<file path="config.mk">
export PLATFORM = sky130hd
export DESIGN_NAME = timer_irq_flat
export DESIGN_NICKNAME = d
export VERILOG_FILES = /design/src/rtl/timer_if.sv /design/src/rtl/timer_irq.sv /design/src/flat_wrapper.sv
export SDC_FILE = /design/constraint.sdc
export NUM_CORES = 1
export LEC_CHECK = 0
export CAP_MARGIN = 30
export CORE_MARGIN = 3
export CORE_UTILIZATION = 45
export CTS_CLUSTER_SIZE = 40
export DETAILED_ROUTE_END_ITERATION = 12
export GPL_ROUTABILITY_DRIVEN = 0
export GPL_TIMING_DRIVEN = 0
export PLACE_DENSITY = 0.73
export SETUP_SLACK_MARGIN = 0.2
export SLEW_MARGIN = 20
export SYNTH_ARGS = -nofsm -noshare
export SYNTH_HDL_FRONTEND = slang
export SYNTH_SLANG_ARGS = --single-unit
</file>
<file path="constraint.sdc">
create_clock -name clk -period 2.3 [get_ports clk]
set_clock_uncertainty 0.05 [all_clocks]
set_input_delay 0.46 -clock clk [delete_from_list [all_inputs] [get_ports clk]]
set_output_delay 0.46 -clock clk [all_outputs]
set_load 0.01 [all_outputs]
</file>
<file path="src/rtl/timer_if.sv">
// Register-bus bundle between a host and the interval timer:
// address/write-strobe/data toward the timer, read data and interrupt back.
interface timer_if;
  localparam int unsigned ADDR_W = 2;
  localparam int unsigned DATA_W = 32;

  logic [ADDR_W-1:0] addr;
  logic              we;
  logic [DATA_W-1:0] din;
  logic [DATA_W-1:0] dout;
  logic              irq;

  modport master (output addr, we, din, input dout, irq);
  modport slave  (input addr, we, din, output dout, irq);
endinterface

</file>
<file path="src/rtl/timer_irq.sv">
// Programmable down-counting interval timer with one-shot and auto-reload modes,
// raising a maskable interrupt flag on expiry.
module timer_irq (
  input  logic     clk,
  input  logic     rst,
  timer_if.slave   bus
);
  localparam int unsigned DATA_W = 32;
  localparam int unsigned CTRL_W = 4;

  localparam logic [1:0] ADDR_CTRL   = 2'd0;
  localparam logic [1:0] ADDR_PRESET = 2'd1;
  localparam logic [1:0] ADDR_COUNT  = 2'd2;

  typedef enum logic [1:0] {
    IDLE = 2'd0,
    LOAD = 2'd1,
    CNT  = 2'd2,
    INT  = 2'd3
  } state_t;

  state_t              state, state_n;
  logic [CTRL_W-1:0]   ctrl, ctrl_n;
  logic [DATA_W-1:0]   preset, preset_n;
  logic [DATA_W-1:0]   count, count_n;
  logic                irq_flag, irq_flag_n;

  logic wr_ctrl;
  logic wr_preset;
  logic en;
  logic im;
  logic auto_reload;

  assign wr_ctrl     = bus.we && (bus.addr == ADDR_CTRL);
  assign wr_preset   = bus.we && (bus.addr == ADDR_PRESET);
  assign en          = ctrl[0];
  assign im          = ctrl[3];
  assign auto_reload = (ctrl[2:1] == 2'b01);

  // State and register update
  always_ff @(posedge clk) begin
    if (rst) begin
      state    <= IDLE;
      ctrl     <= '0;
      preset   <= '0;
      count    <= '0;
      irq_flag <= 1'b0;
    end else begin
      state    <= state_n;
      ctrl     <= ctrl_n;
      preset   <= preset_n;
      count    <= count_n;
      irq_flag <= irq_flag_n;
    end
  end

  // Next-state and next register values; software writes override the sequencer
  always_comb begin
    state_n    = state;
    ctrl_n     = ctrl;
    preset_n   = preset;
    count_n    = count;
    irq_flag_n = irq_flag;

    case (state)
      IDLE: begin
        if (en) state_n = LOAD;
      end
      LOAD: begin
        count_n = preset;
        state_n = CNT;
      end
      CNT: begin
        if (!en) begin
          state_n = IDLE;
        end else if (count <= DATA_W'(1)) begin
          // a preset of zero expires on the first counting cycle, like a preset of one
          count_n    = '0;
          irq_flag_n = 1'b1;
          state_n    = INT;
        end else begin
          count_n = count - DATA_W'(1);
        end
      end
      INT: begin
        if (auto_reload) begin
          irq_flag_n = 1'b0;
          state_n    = LOAD;
        end else begin
          ctrl_n[0] = 1'b0;
          state_n   = IDLE;
        end
      end
      default: state_n = IDLE;
    endcase

    if (wr_ctrl || wr_preset) begin
      state_n    = IDLE;
      irq_flag_n = 1'b0;
      count_n    = count;
      ctrl_n     = wr_ctrl   ? bus.din[CTRL_W-1:0] : ctrl;
      preset_n   = wr_preset ? bus.din : preset;
    end
  end

  // Read mux: purely a function of addr and the registers
  always_comb begin
    case (bus.addr)
      ADDR_CTRL:   bus.dout = {(DATA_W-CTRL_W)'(0), ctrl};
      ADDR_PRESET: bus.dout = preset;
      ADDR_COUNT:  bus.dout = count;
      default:     bus.dout = '0;
    endcase
  end

  assign bus.irq = irq_flag & im;

endmodule

</file>
<file path="src/flat_wrapper.sv">
// flat-port wrapper written by rule: the top's interface ports become plain ports
module timer_irq_flat 
  (clk, rst, bus_addr, bus_we, bus_din, bus_dout, bus_irq);
  timer_if bus_i ();
  input  logic clk;
  input  logic rst;
  input wire logic [$bits(bus_i.addr)-1:0] bus_addr;
  input wire logic [$bits(bus_i.we)-1:0] bus_we;
  input wire logic [$bits(bus_i.din)-1:0] bus_din;
  output wire logic [$bits(bus_i.dout)-1:0] bus_dout;
  output wire logic [$bits(bus_i.irq)-1:0] bus_irq;
  assign bus_i.addr = bus_addr;
  assign bus_i.we = bus_we;
  assign bus_i.din = bus_din;
  assign bus_dout = bus_i.dout;
  assign bus_irq = bus_i.irq;
  timer_irq u_core (.clk(clk), .rst(rst), .bus(bus_i));
endmodule
</file>
# ---- Word level (Yosys, flattened, before mapping)
# Cells that the tools add are included.
dict set report word_totals {
  reg_bits 71
  elab_cells 55
}
dict set report op_classes {
  n_addsub 1
  magnitude_cmp 1
  eq_ne 13
  n_mux 17
  bitwise 2
  reduce_logical 15
}
# cell count
set op_table {}
lappend op_table {{32-bit case mux with 3 select lines} 1}
lappend op_table {{32-bit two-way mux} 2}
lappend op_table {{32-bit case mux with 2 select lines} 1}
lappend op_table {{32-bit by 1-bit less-or-equal comparator with 1-bit output, second input constant} 1}
lappend op_table {{32-bit by 1-bit subtractor with 32-bit output, second input constant} 1}
lappend op_table {{2-bit by 1-bit inequality test with 1-bit output, second input constant} 5}
lappend op_table {{1-bit two-way mux} 8}
lappend op_table {{2-bit case mux with 4 select lines} 1}
lappend op_table {{2-bit by 1-bit equality test with 1-bit output, second input constant} 3}
lappend op_table {{2-bit equality test, second input constant} 3}
lappend op_table {{2-bit two-way mux} 3}
lappend op_table {{2-bit AND reduction} 3}
lappend op_table {{3-bit AND reduction} 2}
lappend op_table {{2-bit nonzero test} 3}
lappend op_table {{2-bit zero test} 2}
lappend op_table {{4-bit AND reduction} 1}
lappend op_table {{3-bit inequality test, second input constant} 1}
lappend op_table {{1-bit logical AND} 2}
lappend op_table {{2-bit inequality test, second input constant} 1}
lappend op_table {{1-bit case mux with 2 select lines} 1}
lappend op_table {{2-bit OR reduction} 1}
lappend op_table {{1-bit AND} 1}
lappend op_table {{1-bit logical OR} 1}
lappend op_table {{1-bit NOT} 1}

# ---- Depth between registers and ports, before layout
# Gate-level depths: netlist of run 1.
dict set report depth {
  depth_word 5
  ltp_mapped 10
  ltp_nobuf 7
}

# ---- Least setup slack after synthesis of run 1
# OpenSTA, ideal clock, no wires.
dict set report synth_path {
  path_kind {reg-to-reg}
  start {register u_core.count[0]}
  end {register u_core.count[28]}
  setup_ps 120
  arrival_ps 2178
  slack_ps -47
  stages_incl_launch_ff 9
  period_less_slack_ps 2347
  cell_sequence {dfxtp_1 inv_1 ha_1 or4b_2 or3_1 buf_2 o41ai_2 nor4b_1 a211o_1}
}
dict set report synth_via {
  elab_chain_cells 4
}
# item line
set synth_lines {}
lappend synth_lines {{from (decl)} timer_irq.sv:25} ;# logic [DATA_W-1:0] count, count_n;
lappend synth_lines {{from (signal assigned)} timer_irq.sv:52} ;# count <= count_n;
lappend synth_lines {{32-bit by 1-bit subtractor with 32-bit output / 32-bit by 1-bit less-or-equal comparator with 1-bit output (equally long branches)} {timer_irq.sv:82, timer_irq.sv:76}}
lappend synth_lines {{32-bit two-way mux (*)} timer_irq.sv:76} ;# end else if (count <= DATA_W'(1)) begin
lappend synth_lines {{32-bit two-way mux (*)} timer_irq.sv:74} ;# if (!en) begin
lappend synth_lines {{32-bit case mux with 2 select lines (*)} timer_irq.sv:65} ;# case (state)
# Mark *: on every way between the ends. The rest lies on a longest branch, timed or not. The select of a mux whose other input is x is not followed.
# A chain may end at the register's enable or synchronous reset.

# ---- Final worst setup path of run 1
dict set report layout_path {
  start {register u_core.state[0]}
  end {register u_core.count[14]}
}
dict set report layout_via {
  elab_chain_cells 3
}
# item line
set layout_lines {}
lappend layout_lines {{from (decl)} timer_irq.sv:22} ;# state_t state, state_n;
lappend layout_lines {{from (signal assigned)} timer_irq.sv:49} ;# state <= state_n;
lappend layout_lines {{2-bit equality test / 2-bit by 1-bit equality test with 1-bit output (equally long branches)} timer_irq.sv:65}
lappend layout_lines {{2-bit by 1-bit inequality test with 1-bit output (no line) / 2-bit nonzero test (equally long branches)} n/a}
lappend layout_lines {{3-bit AND reduction (no line)} n/a}
# Several ways; a longest one is shown, not always the timed one.

==> metrics.md, run 1 <==
| Metric | Value |
|---|---|
| Die Footprint | `10750 um2` |
| Met2 Routed Length | `8027 um` |
| Dominant cell type by area after synthesis | `dfxtp_1` |
| TritonCTS Buffers | `9` |
| Via count | `5638` |
| Worst path bufs/invs | `4` |
| F_max | `412.8 MHz` |
| CP Class | `reg -> reg` |
| Power per cell area | `517.0 nW/um2` |
| Hold Startpoint | `u_core.preset[23]` |
| Slew @ Worst Pin | `0.8182 ns` |
| # rows | `35` |
| Slew Viols, Final | `0` |
| Met3 wire len | `2774 um` |
| Min Tclk post-route | `2.423 ns` |
| Overflow left after global routing | `0` |
| GR Util All Layers | `30.63%` |
| Violated checks | `setup timing` |
| Yosys warns | `0` |
| Power Total | `3.224 mW` |
| Die Y | `103.7 um` |
| Final core utilization | `67.47%` |
| Largest family of logic cells by synthesized area | `compound AO/OA/AOI/OAI gates` |
| Relative slew margins | `45.46%` |
| Worst reg2reg endpoint | `u_core.count[14]` |
| Post-DR vias/cell | `6.884` |
| First-pass GRT wire length | `26250 um` |
| Post-DR wirelength/cell | `23.16 um` |
| CTS tree | `done` |
| Share of layout cells above drive strength 1 | `31.30%` |
| Initial antenna violation count | `0` |
| Worst hold path cell count | `2` |
| XOR/XNOR share of the synthesized area | `0.2039%` |
| Area share of fa/ha/maj cells after synthesis | `1.748%` |
| Hold WC Path Type | `reg -> reg` |
| Vias in the first global route | `4889` |
| Critical path required time | `2.53 ns` |
| Mux share of post-synthesis cell area | `0.9321%` |
| Post-synth EDFFs | `0` |
| Post-synth top area share | `33.09%` |
| Post-Syn Area | `4295 um2` |
| Final Instance Count excl. Fillers | `819` |
| Critical-path top delay cell | `clkbuf_1` |
| Core area | `9240 um2` |
| Post-CTS Hold Fix Bufs | `0` |
| Final hold vios | `0` |
| Htree depth | `3` |
| Synth area leaders | `dfxtp_1, nand2_1, a21oi_1` |
| Clk sinks | `71` |
| CTS root buf | `clkbuf_8` |
| Post-synth net total | `603` |
| Worst Reg-to-Reg Cells | `7` |
| Post-Synth Simple-Gate Area | `28.23%` |
| Final net count | `728` |
| RR Startpoint | `u_core.state[0]` |
| CP Launch Type | `register` |
| Remaining DRCs | `0` |
| Wl on met1 | `6504 um` |
| Post-route ant nets | `0` |
| Distinct cell type count after synthesis | `69` |
| Crit. End Element | `register` |
| Syn Area/Cell | `7.670 um2` |
| Post-synth top flop | `dfxtp_1` |
| RSZ-0062 raised after global routing | `true` |
| Delay-heaviest family, CP | `buffers and inverters` |
| Worst-path maximum fanout | `10` |
| Drt first pass iters | `6` |
| Status | `finished, violations left` |
| Largest net degree at the start of global routing | `12` |
| Slack of the worst reg-to-reg path | `-0.12 ns` |
| # fillers | `730` |
| Crit-path cells | `inv_1 > ha_1 > buf_6 > clkbuf_2 > clkbuf_1 > nand3_2 > a31oi_1` |
| Flop and latch count out of synthesis | `71` |
| Final wirelength | `18970 um` |
| LEAKAGE | `2.512 nW` |
| Initial core utilization | `46.49%` |
| Die X | `103.7 um` |
| Post-Synthesis Cells | `560` |
| Max-Cap Viols | `0` |
| Arr. time, crit path | `2.66 ns` |
| DP HPWL | `11010 um` |
| Clock slew at reported path FFs | `0.08 ns` |
| Worst stage delay on the critical path | `0.66 ns` |
| Antenna cells | `0` |
| Highest routed layer | `met4` |
| VDD IR-drop max | `283.7 uV` |
| Hold EP | `u_core.preset[23]` |
| Worst path depth | `7` |
| IO Count | `70` |
| PnR worst setup slack | `-0.1227 ns` |
| Clk buf depth | `2` |
| Inst Count DP | `756` |
| Worst hold slack | `0.4234 ns` |
| Area grow syn2layout | `45.15%` |
| Final clock period utilization by the worst path | `105.3%` |
| Port Buf Inserts | `67` |
| Synth Area in Compound Gates | `28.43%` |
| Iteration-0 DRC Markers | `951` |
| Sequential share of the synthesized area | `33.09%` |
| Setup violators final | `27` |
| Clock Latency Late Sink | `0.37 ns` |
| Post-synth ARST share | `0%` |
| DP Worst Slack | `-0.8604 ns` |
[cell usage after synthesis (9+ instances only)]
library cell  number
a31oi_1           23
o21ai_0           12
nor2_1            16
dfxtp_1           71
nand3_1           23
and3_1            10
inv_1             12
a21oi_1           55
nor3_1            18
nor4_1             9
nand2_1           98
a22o_1            27
clkbuf_1          40
[layer usage]
| layer | global-route usage (%) | vias up |
|---|---|---|
| met2 | 46.45 | 553 |
| met4 | 17.85 | 0 |
| met5 | 0 | - |
| met3 | 9.283 | 199 |
| met1 | 38.48 | 2533 |
| li1 | - | 2353 |
[area by class of cell]
type                    instances  area [um2]  area share [%]
repair buffers                114       964.7           15.47
inverters                      14       53.80          0.8629
plain buffers                  55       457.9           7.345
clock inverters                 3       17.52          0.2810
multi-input cells             420        2973           47.68
well taps                     129       161.4           2.589
clock buffers                  13       158.9           2.549
flip-flops and latches         71        1448           23.22
[cell families (layout without fill, tap and decap cells)]
kind of cell / after synthesis / count (layout)
simple gates: 233 / 233
buf+inv: 69 / 199
xor+xnor: 1 / 1
compound gates: 176 / 176
mux: 4 / 4
flops: 71 / 71
fa+ha+maj: 6 / 6
[metrics by stage]
stage / setup TNS (ns) / instance area [um2]
final: -1.613 / 6235
after detailed placement: -43.74 / 5157
after CTS: -0.1887 / 5863
after global placement: -40.63 / 5157
after global routing: -3.517 / 6235
after floorplan: 0 / 4325
[flip-flops by register name (all words and copies together), names as in the netlist]
name,count
u_core.count,32
u_core.ctrl,4
u_core.irq_flag,1
u_core.preset,32
u_core.state,2
[where the power goes]
group	internal, mW	switching [mW]
clock network	0.449	0.518
registers	1.25	0.0299
logic	0.443	0.530
[what timing repair did]
action	CTS	global route
pin swaps	27	39
resized for setup	155	105
gates cloned	2	3
buffers inserted	25	17
endpoints found under the setup margin	80	86
[layout by cell type, fill, tap and decap left out, drive strengths merged, types with 5 or more instances in the layout]
cell           instances
a22oi                  5
and3                  10
a31oi                 23
a21oi                 55
ha                     6
nand3b                 5
o211ai                 7
o21ai                 12
inv                   12
nor3                  19
o32ai                  5
a22o                  28
clkbuf                78
or3                    6
a32oi                  5
clkdlybuf4s50         35
nor4                  13
buf                   66
nand4                  8
nand3                 23
or4                    9
dfxtp                 71
nand2                 99
nor2                  16
[worst register-to-register path, delay by kind of cell (launching register included)]
kind / cells / cell delay [ns]
compound gates: 1 / 0.24
buf+inv: 4 / 1.37
simple gates: 1 / 0.15
flops: 1 / 0.34
fa+ha+maj: 1 / 0.18
[how the worst max path moves through the flow]
stage / startpoint / end
after floorplan: u_core.count[6] / u_core.count[28]
after global routing: u_core.count[10] / u_core.count[4]
after detailed placement: bus_addr[1] / bus_dout[10]
after CTS: u_core.count[9] / u_core.count[28]
after global placement: bus_addr[1] / bus_dout[10]
final: u_core.state[0] / u_core.count[14]
Power figures use the tool's default switching activity.
==> inputs of run 2 (changes only) <==
Settings changed: CAP_MARGIN 30 to 20, SETUP_SLACK_MARGIN 0.2 to default.
==> metrics.md, run 2 (synthesized netlist as in run 1, its figures left out) <==
| Metric | Value |
|---|---|
| TritonCTS Buffers | `9 (unchanged)` |
| Final hold vios | `0 (unchanged)` |
| Biggest regs | `u_core.count x32, u_core.preset x32, u_core.ctrl x4 (unchanged)` |
| # fillers | `797 (was 730)` |
| VDD IR-drop max | `376.7 uV (was 283.7 uV)` |
| Final net count | `701 (was 728)` |
| IO Count | `70 (unchanged)` |
| Area grow syn2layout | `38.48% (was 45.15%)` |
| CP Launch Type | `register (unchanged)` |
| Die X | `103.7 um (unchanged)` |
| Remaining DRCs | `0 (unchanged)` |
| Post-DR vias/cell | `6.640 (was 6.884)` |
| Switching power | `1.011 mW (was 1.078 mW)` |
| CP Class | `reg -> reg (unchanged)` |
| CTS root buf | `clkbuf_8 (unchanged)` |
| GR Util All Layers | `30.64% (was 30.63%)` |
| Clock slew at reported path FFs | `0.08 ns (about the same)` |
| Htree depth | `3 (unchanged)` |
| Overflow left after global routing | `0 (unchanged)` |
| Worst stage delay on the critical path | `0.54 ns (was 0.66 ns)` |
| Switching Fraction | `31.47% (was 33.45%)` |
| Seq pwr share | `39.9% (was 39.8%)` |
| Crit. End Element | `register (unchanged)` |
| PnR worst setup slack | `-0.2146 ns (was -0.1227 ns)` |
| Initial core utilization | `46.49% (unchanged)` |
| CTS tree | `done (unchanged)` |
| Setup violators final | `23 (was 27)` |
| Clk buf depth | `2 (unchanged)` |
| Sequential cell area | `1440 um2 (was 1448 um2)` |
| Crit-path cells | `or4_4 > buf_8 > nor4_4 > nand4_1 > buf_6 > buf_12 > a31oi_2 > o32ai_2 (was inv_1 > ha_1 > buf_6 > clkbuf_2 > clkbuf_1 > nand3_2 > a31oi_1)` |
| LEAKAGE | `2.410 nW (was 2.512 nW)` |
| F_max | `397.7 MHz (was 412.8 MHz)` |
| Final clock period utilization by the worst path | `109.3% (was 105.3%)` |
| Violated checks | `setup timing (unchanged)` |
| Power Total | `3.212 mW (was 3.224 mW)` |
| Final wirelength | `17300 um (was 18970 um)` |
| Worst-path maximum fanout | `10 (unchanged)` |
| First-pass GRT wire length | `26580 um (was 26250 um)` |
| Hold WC Path Type | `reg -> reg (unchanged)` |
| Slew @ Worst Pin | `0.6724 ns (was 0.8182 ns)` |
| Largest net degree at the start of global routing | `13 (was 12)` |
| Power per cell area | `540.0 nW/um2 (was 517.0 nW/um2)` |
| Port Buf Inserts | `67 (unchanged)` |
| Most frequent cells in the layout | `nand2_1, dfxtp_1, a21oi_1, clkdlybuf4s50_1, dlygate4sd2_1 (was nand2_1, dfxtp_1, a21oi_1, buf_4, clkbuf_2)` |
| Vias in the first global route | `5089 (was 4889)` |
| DP Worst Slack | `-0.9100 ns (was -0.8604 ns)` |
| Share of layout cells above drive strength 1 | `20.97% (was 31.30%)` |
| RSZ-0062 raised after global routing | `true (unchanged)` |
| Die Footprint | `10750 um2 (unchanged)` |
| Relative slew margins | `55.17% (was 45.46%)` |
| Critical-path top delay cell | `or4_4 (was clkbuf_1)` |
| Core area | `9240 um2 (unchanged)` |
| Post-route ant nets | `0 (unchanged)` |
| DP HPWL | `11220 um (was 11010 um)` |
| Clock Latency Late Sink | `0.36 ns (was 0.37 ns)` |
| Most common cell after layout, fill and taps aside | `nand2_1 (unchanged)` |
| Antenna cells | `0 (unchanged)` |
| Die Y | `103.7 um (unchanged)` |
| Slew Viols, Final | `0 (unchanged)` |
| Max-Cap Viols | `0 (unchanged)` |
| Critical path required time | `2.48 ns (was 2.53 ns)` |
| Cell internal pwr | `2.201 mW (was 2.145 mW)` |
| Via count | `5259 (was 5638)` |
| Clock power share | `35.2% (was 30.0%)` |
| Logic pwr share | `24.9% (was 30.2%)` |
| Arr. time, crit path | `2.69 ns (was 2.66 ns)` |
| Clk sinks | `71 (unchanged)` |
| Multi-input combinational cell area | `2839 um2 (was 2973 um2)` |
| Post-DR wirelength/cell | `21.84 um (was 23.16 um)` |
| Iteration-0 DRC Markers | `955 (was 951)` |
| Min Tclk post-route | `2.515 ns (was 2.423 ns)` |
| Initial antenna violation count | `0 (unchanged)` |
| Drt first pass iters | `6 (unchanged)` |
| Status | `finished, violations left (unchanged)` |
| # rows | `35 (unchanged)` |
| Setup tns final | `-2.160 ns (was -1.613 ns)` |
## run 2: changes by cell type in the layout (fill, tap and decap cells not counted), sizes merged
cell,before,now
clkdlybuf4s15,3,0
clkbuf,78,47
buf,66,38
bufinv,0,2
dlygate4sd2,0,31
dlymetal6s2s,0,1
clkinvlp,1,2
## run 2: path summary, 6_finish.rpt
kind / startpoint / to / slack (ns) / depth (start not counted)
setup / recovery: u_core.count[24] / u_core.count[23] / -0.21 / 8
hold / removal: u_core.preset[23] / u_core.preset[23] / 0.42 / 2
setup reg to reg: u_core.count[24] / u_core.count[23] / -0.21 / 8
hold reg to reg: u_core.preset[23] / u_core.preset[23] / 0.42 / 2
## run 2: cell type report
class	count	share of cell area, %
Clock inverter	6	1.430
Inverter	14	0.9045
Timing Repair Buffer	94	14.45
Sequential cell	71	24.21
Multi-Input combinational cell	420	47.73
Tap cell	129	2.714
Buffer	48	6.416
Clock buffer	10	2.146
## run 2: critical path: cells and delay by family, from the launching register on
| kind | cells | cell delay, ns |
|---|---|---|
| simple gates | 3 | 1.09 |
| compound gates | 2 | 0.30 |
| buf+inv | 3 | 0.55 |
| flops | 1 | 0.37 |
## run 2: through the flow
stage,instances,util [%],area (um2),hold WS (ns)
final,792,64.37,5948,0.4234
after floorplan,560,-,4302,0.3950
after global placement,756,55.56,5134,0.4084
after detailed placement,756,55.56,5134,0.4121
after global routing,792,64.37,5948,0.4430
after CTS,785,61.73,5704,0.4237
## run 2: what timing repair did
item,in CTS,in global routing
hold buffers,0,0
cloned,2,0
pin swaps,10,18
endpoints found under the setup margin,67,36
gates resized for setup,104,46
setup buffers,15,10
## run 2: layer usage
metal | vias up | wire, um | GRT usage, %
li1 | 2302 | - | -
met1 | 2394 | 6483 | 37.89
met2 | 427 | 7454 | 47.43
met3 | 136 | 2288 | 10.34
met4 | 0 | 1073 | 15.76
met5 | - | 0 | 0
## run 2: power groups by stage
stage | combinational [mW] | sequential (mW) | clock [mW]
3_3_place_gp | 0.567 | 1.31 | 0
3_5_place_dp | 0.578 | 1.31 | 0
2_1_floorplan | 0.354 | 1.30 | 0
6_report | 0.801 | 1.28 | 1.13
4_1_cts | 0.703 | 1.28 | 1.12
5_1_grt | 0.825 | 1.28 | 1.17
==> inputs of run 3 (changes only) <==
Settings changed: SETUP_SLACK_MARGIN from default to 0.1.
==> metrics.md, run 3 (synthesized netlist as in run 1, its figures left out) <==
| Metric | Value |
|---|---|
| Status | `finished, violations left (unchanged)` |
| Violated checks | `setup timing (unchanged)` |
| Highest routed layer | `met4 (unchanged)` |
| PnR worst setup slack | `-0.09524 ns (was -0.2146 ns)` |
| First-pass GRT wire length | `26390 um (was 26580 um)` |
| LEAKAGE | `2.447 nW (was 2.410 nW)` |
| Slack of the worst reg-to-reg path | `-0.1 ns (was -0.21 ns)` |
| Largest net degree at the start of global routing | `12 (was 13)` |
| Max-Cap Viols | `0 (unchanged)` |
| Antenna cells | `0 (unchanged)` |
| Final Instance Count excl. Fillers | `809 (was 792)` |
| Remaining DRCs | `0 (unchanged)` |
| Share of layout cells above drive strength 1 | `25.59% (was 20.97%)` |
| Relative slew margins | `55.20% (was 55.17%)` |
| IO Count | `70 (unchanged)` |
| CTS tree | `done (unchanged)` |
| Post-route ant nets | `0 (unchanged)` |
| Port Buf Inserts | `67 (unchanged)` |
| GR Util All Layers | `30.02% (was 30.64%)` |
| Clk buf depth | `2 (unchanged)` |
| CP Launch Type | `register (unchanged)` |
| Overflow left after global routing | `0 (unchanged)` |
| # rows | `35 (unchanged)` |
| Slew @ Worst Pin | `0.6720 ns (was 0.6724 ns)` |
| Crit. End Element | `register (unchanged)` |
| Initial core utilization | `46.49% (unchanged)` |
| Arr. time, crit path | `2.59 ns (was 2.69 ns)` |
| Met2 Routed Length | `7375 um (was 7454 um)` |
| Slew Viols, Final | `0 (unchanged)` |
| Clk sinks | `71 (unchanged)` |
| VDD IR-drop max | `270.6 uV (was 376.7 uV)` |
| DP HPWL | `10920 um (was 11220 um)` |
| Clock slew at reported path FFs | `0.08 ns (about the same)` |
| Final clock period utilization by the worst path | `104.1% (was 109.3%)` |
| Core area | `9240 um2 (unchanged)` |
| Final net count | `719 (was 701)` |
| Initial antenna violation count | `0 (unchanged)` |
| Most common cell after layout, fill and taps aside | `nand2_1 (unchanged)` |
| Die Footprint | `10750 um2 (unchanged)` |
| Final hold vios | `0 (unchanged)` |
| Iteration-0 DRC Markers | `871 (was 955)` |
| Die Y | `103.7 um (unchanged)` |
| Wl on met1 | `6704 um (was 6483 um)` |
| F_max | `417.5 MHz (was 397.7 MHz)` |
| Most frequent cells in the layout | `nand2_1, dfxtp_1, a21oi_1, buf_4, clkdlybuf4s50_1 (was nand2_1, dfxtp_1, a21oi_1, clkdlybuf4s50_1, dlygate4sd2_1)` |
| Post-DR vias/cell | `6.600 (was 6.640)` |
| Final Instance Area | `6048 um2 (was 5948 um2)` |
| Die X | `103.7 um (unchanged)` |
| Biggest regs | `u_core.count x32, u_core.preset x32, u_core.ctrl x4 (unchanged)` |
| # fillers | `773 (was 797)` |
| Post-DR wirelength/cell | `21.18 um (was 21.84 um)` |
| Critical path required time | `2.50 ns (was 2.48 ns)` |
| Worst-path maximum fanout | `5 (was 10)` |
| Drt first pass iters | `6 (unchanged)` |
| Power Total | `3.121 mW (was 3.212 mW)` |
| Setup violators final | `17 (was 23)` |
| Via count | `5339 (was 5259)` |
| Placed cell areas | `5152 um2 (was 5134 um2)` |
| Inst Count DP | `756 (unchanged)` |
| Worst hold slack | `0.4221 ns (was 0.4234 ns)` |
| Met3 wire len | `2059 um (was 2288 um)` |
| Clock Latency Late Sink | `0.36 ns (about the same)` |
| Hold WC Path Type | `reg -> reg (unchanged)` |
| TritonCTS Buffers | `9 (unchanged)` |
| Htree depth | `3 (unchanged)` |
| Area grow syn2layout | `40.81% (was 38.48%)` |
| Vias in the first global route | `5098 (was 5089)` |
| CTS root buf | `clkbuf_8 (unchanged)` |
| CP Class | `reg -> reg (unchanged)` |
| RSZ-0062 raised after global routing | `true (unchanged)` |
| Post-CTS Hold Fix Bufs | `0 (unchanged)` |
| Min Tclk post-route | `2.395 ns (was 2.515 ns)` |
| Power per cell area | `516.0 nW/um2 (was 540.0 nW/um2)` |
| Final wirelength | `17140 um (was 17300 um)` |
==> run 3: cell types whose count changed in the layout (fill, tap and decap cells not counted), moves of 4 or more <==
cell | before | now
buf_4 | 23 | 37
buf_6 | 5 | 11
clkbuf_2 | 7 | 18
dfxtp_1 | 62 | 56
dfxtp_2 | 6 | 10
dlygate4sd2_1 | 31 | 22
==> run 3: through the flow <==
step | utilization (%) | TNS [ns] | setup WS (ns)
detailed placement | 55.76 | -47.53 | -0.9021
floorplan | - | 0 | 0.1043
finish | 65.46 | -0.7246 | -0.09524
global placement | 55.76 | -44.23 | -0.8727
CTS | 62.98 | -0.04920 | -0.02105
global route | 65.46 | -0.9284 | -0.1096
==> run 3: where the power goes <==
part | total, mW | internal, mW | switching (mW)
clock network | 0.997 | 0.493 | 0.504
logic | 0.844 | 0.377 | 0.467
registers | 1.28 | 1.25 | 0.0288
total | 3.12 | 2.12 | 1.00
==> run 3: per-layer routing <==
| layer | GRT usage, % | up-vias |
|---|---|---|
| met5 | 0 | - |
| met4 | 16.43 | 0 |
| met3 | 7.290 | 118 |
| met2 | 46.17 | 491 |
| met1 | 38.72 | 2399 |
| li1 | - | 2331 |
==> run 3: worst paths after layout <==
kind,end,cells past startpoint,start
max,u_core.count[28],8,u_core.count[0]
min reg2reg,u_core.preset[23],2,u_core.preset[23]
min,u_core.preset[23],2,u_core.preset[23]
max reg2reg,u_core.count[28],8,u_core.count[0]
==> run 3: worst max-delay path, stage by stage (launching register included) <==
cell and delay (ns):
dfxtp_2 0.34, inv_2 0.08, ha_4 0.16, or4b_4 0.49
or3_4 0.34, buf_6 0.14, o41ai_2 0.27, nor4b_1 0.12
a211o_1 0.29
==> run 3: layout make-up <==
type	instances	area (um2)	share of cell area, %
clock inverter	4	47.55	0.7861
multi-input combinational	420	2855	47.21
timing repair buffer	106	914.6	15.12
clock buffer	11	131.4	2.172
tap	129	161.4	2.669
buffer	54	431.7	7.137
sequential	71	1453	24.02
inverter	14	53.80	0.8895
==> run 3: timing repair <==
item	CTS	global route
gates cloned	2	0
setup buffers	25	15
endpoints found under the setup margin	67	45
resized for setup	130	64
pin swaps	24	21
==> RTL edit (config.mk and constraints of run 2) <==
Make the reset (`rst`) asynchronous in one clocked block.
--- a/src/rtl/timer_irq.sv
+++ b/src/rtl/timer_irq.sv
@@ -38,7 +38,7 @@
   assign auto_reload = (ctrl[2:1] == 2'b01);
 
   // State and register update
-  always_ff @(posedge clk) begin
+  always_ff @(posedge clk or posedge rst) begin
     if (rst) begin
       state    <= IDLE;
       ctrl     <= '0;
Formal check against the unedited RTL: differs if rst is asserted again (counterexample within 4 cycles, from zero or initial values and one cycle with rst high); with rst held inactive, the same outputs for 4 cycles.
==> RTL edit against run 2 <==
The flow still finishes with violations (setup timing); sequential share of layout area up 5.6 points; count of clock-buffer cells in the layout unchanged; synthesized area down 2.2%; wire length down 18%; cell area up 0.65%; via count down 18%; sequential cell count unchanged; setup slack better by 140 ps.
Power is not compared: it rests on default switching activity, and its combinational part moved more than twofold at a synthesized area within 25%.
==> RTL edit: results (changes against run 2) <==
Final layout
  • Clock Network Area Fraction: 3.95% (+0.37 points)
  • Number of multi-input logic gates: 298 (-29%)
  • Inverter count: 16 (+2)
  • Sequential cell area share: 29.8% (+5.6 points)
  • Nets: 575 (-18%)
  • Final cell count without fillers: 646 (-18%)
  • Reg area: 1780 um2 (+24%)

Logic synthesis
  • Post-synthesis adder-cell area fraction: 1.49% (-0.26 points)
  • Synth Area in Compound Gates: 24.5% (-3.9 points)
  • Post-synthesis xor/xnor area fraction: 0% (-0.20 points)
  • Syn nets: 460 (-24%)
  • Register area share after synthesis: 42.3% (+9.2 points)
  • Async SR Flop Fraction: 100% (+100 points)
  • Post-synthesis mux area share: 10.7% (+9.7 points)
  • Cell count after synthesis: 418 (-25%)

Setup path
  • RR Endpoint: u_core.count[24]
  • Crit path DAT: 2620 ps (-70 ps)
  • R2R depth: 5 (-3)

CTS
  • Post-CTS setup buffers: 27 (+12)
  • Post-cts repair resize count: 94 (-9.6%)

STA
  • PnR worst setup slack: -71.3 ps (+143 ps)
  • Final setup viols: 3 (-87%)
  • Slew Limit Headroom: 46.5% (-8.7 points)
  • Setup TNS: -132 ps (+2030 ps)

Outcome
  • Status: finished with violations
  • Failing checks: setup timing

GRT
  • Global Route met3 Usage: 5.14% (-5.2 points)
  • First-pass GRT wire length: 21,700 um (-18%)
  • Aggregate global-route resource usage: 26.7% (-4.0 points)
  • GR Layer Usage met2: 43.2% (-4.2 points)
  • Largest net degree at the start of global routing: 34 (+21)
  • Met1 Use GR: 34.1% (-3.8 points)
  • Number of global-route vias before repair: 4,154 (-18%)

Detailed routing
  • M1 WL: 5480 um (-15%)
  • Routed Wire Length: 14,200 um (-18%)
RTL edit: cell types whose count changed in the layout (fill, tap and decap cells not counted), sizes merged, moves of 5 or more:
cell            run 2  this run
nand2              99        21
dfrtp               0        71
dfxtp              71         0
a21oi              55         8
mux2                0        35
a31oi              23         2
o21ai              12        30
a22o               28        45
clkbuf             47        32
nand3              23        12
buf                38        47
o2bb2ai             0         8
nand3b              5         0
RTL edit: kinds of logic (layout without fill, tap and decap cells):
group | count (synthesis) | count (layout)
compound gates | 134 | 134
fa+ha+maj | 5 | 5
buf+inv | 49 | 169
flops | 71 | 71
mux | 40 | 40
simple gates | 119 | 119
RTL edit: power groups by stage:
| stage | Clock (mW) | Sequential, mW | Combinational (mW) |
|---|---|---|---|
| final | 1.23 | 2.28 | 4.02 |
| after global routing | 1.29 | 2.32 | 4.28 |
| after CTS | 1.23 | 2.14 | 3.46 |
| after detailed placement | 0 | 2.17 | 3.10 |
| after global placement | 0 | 2.14 | 3.01 |
| after floorplan | 0 | 2.02 | 2.19 |
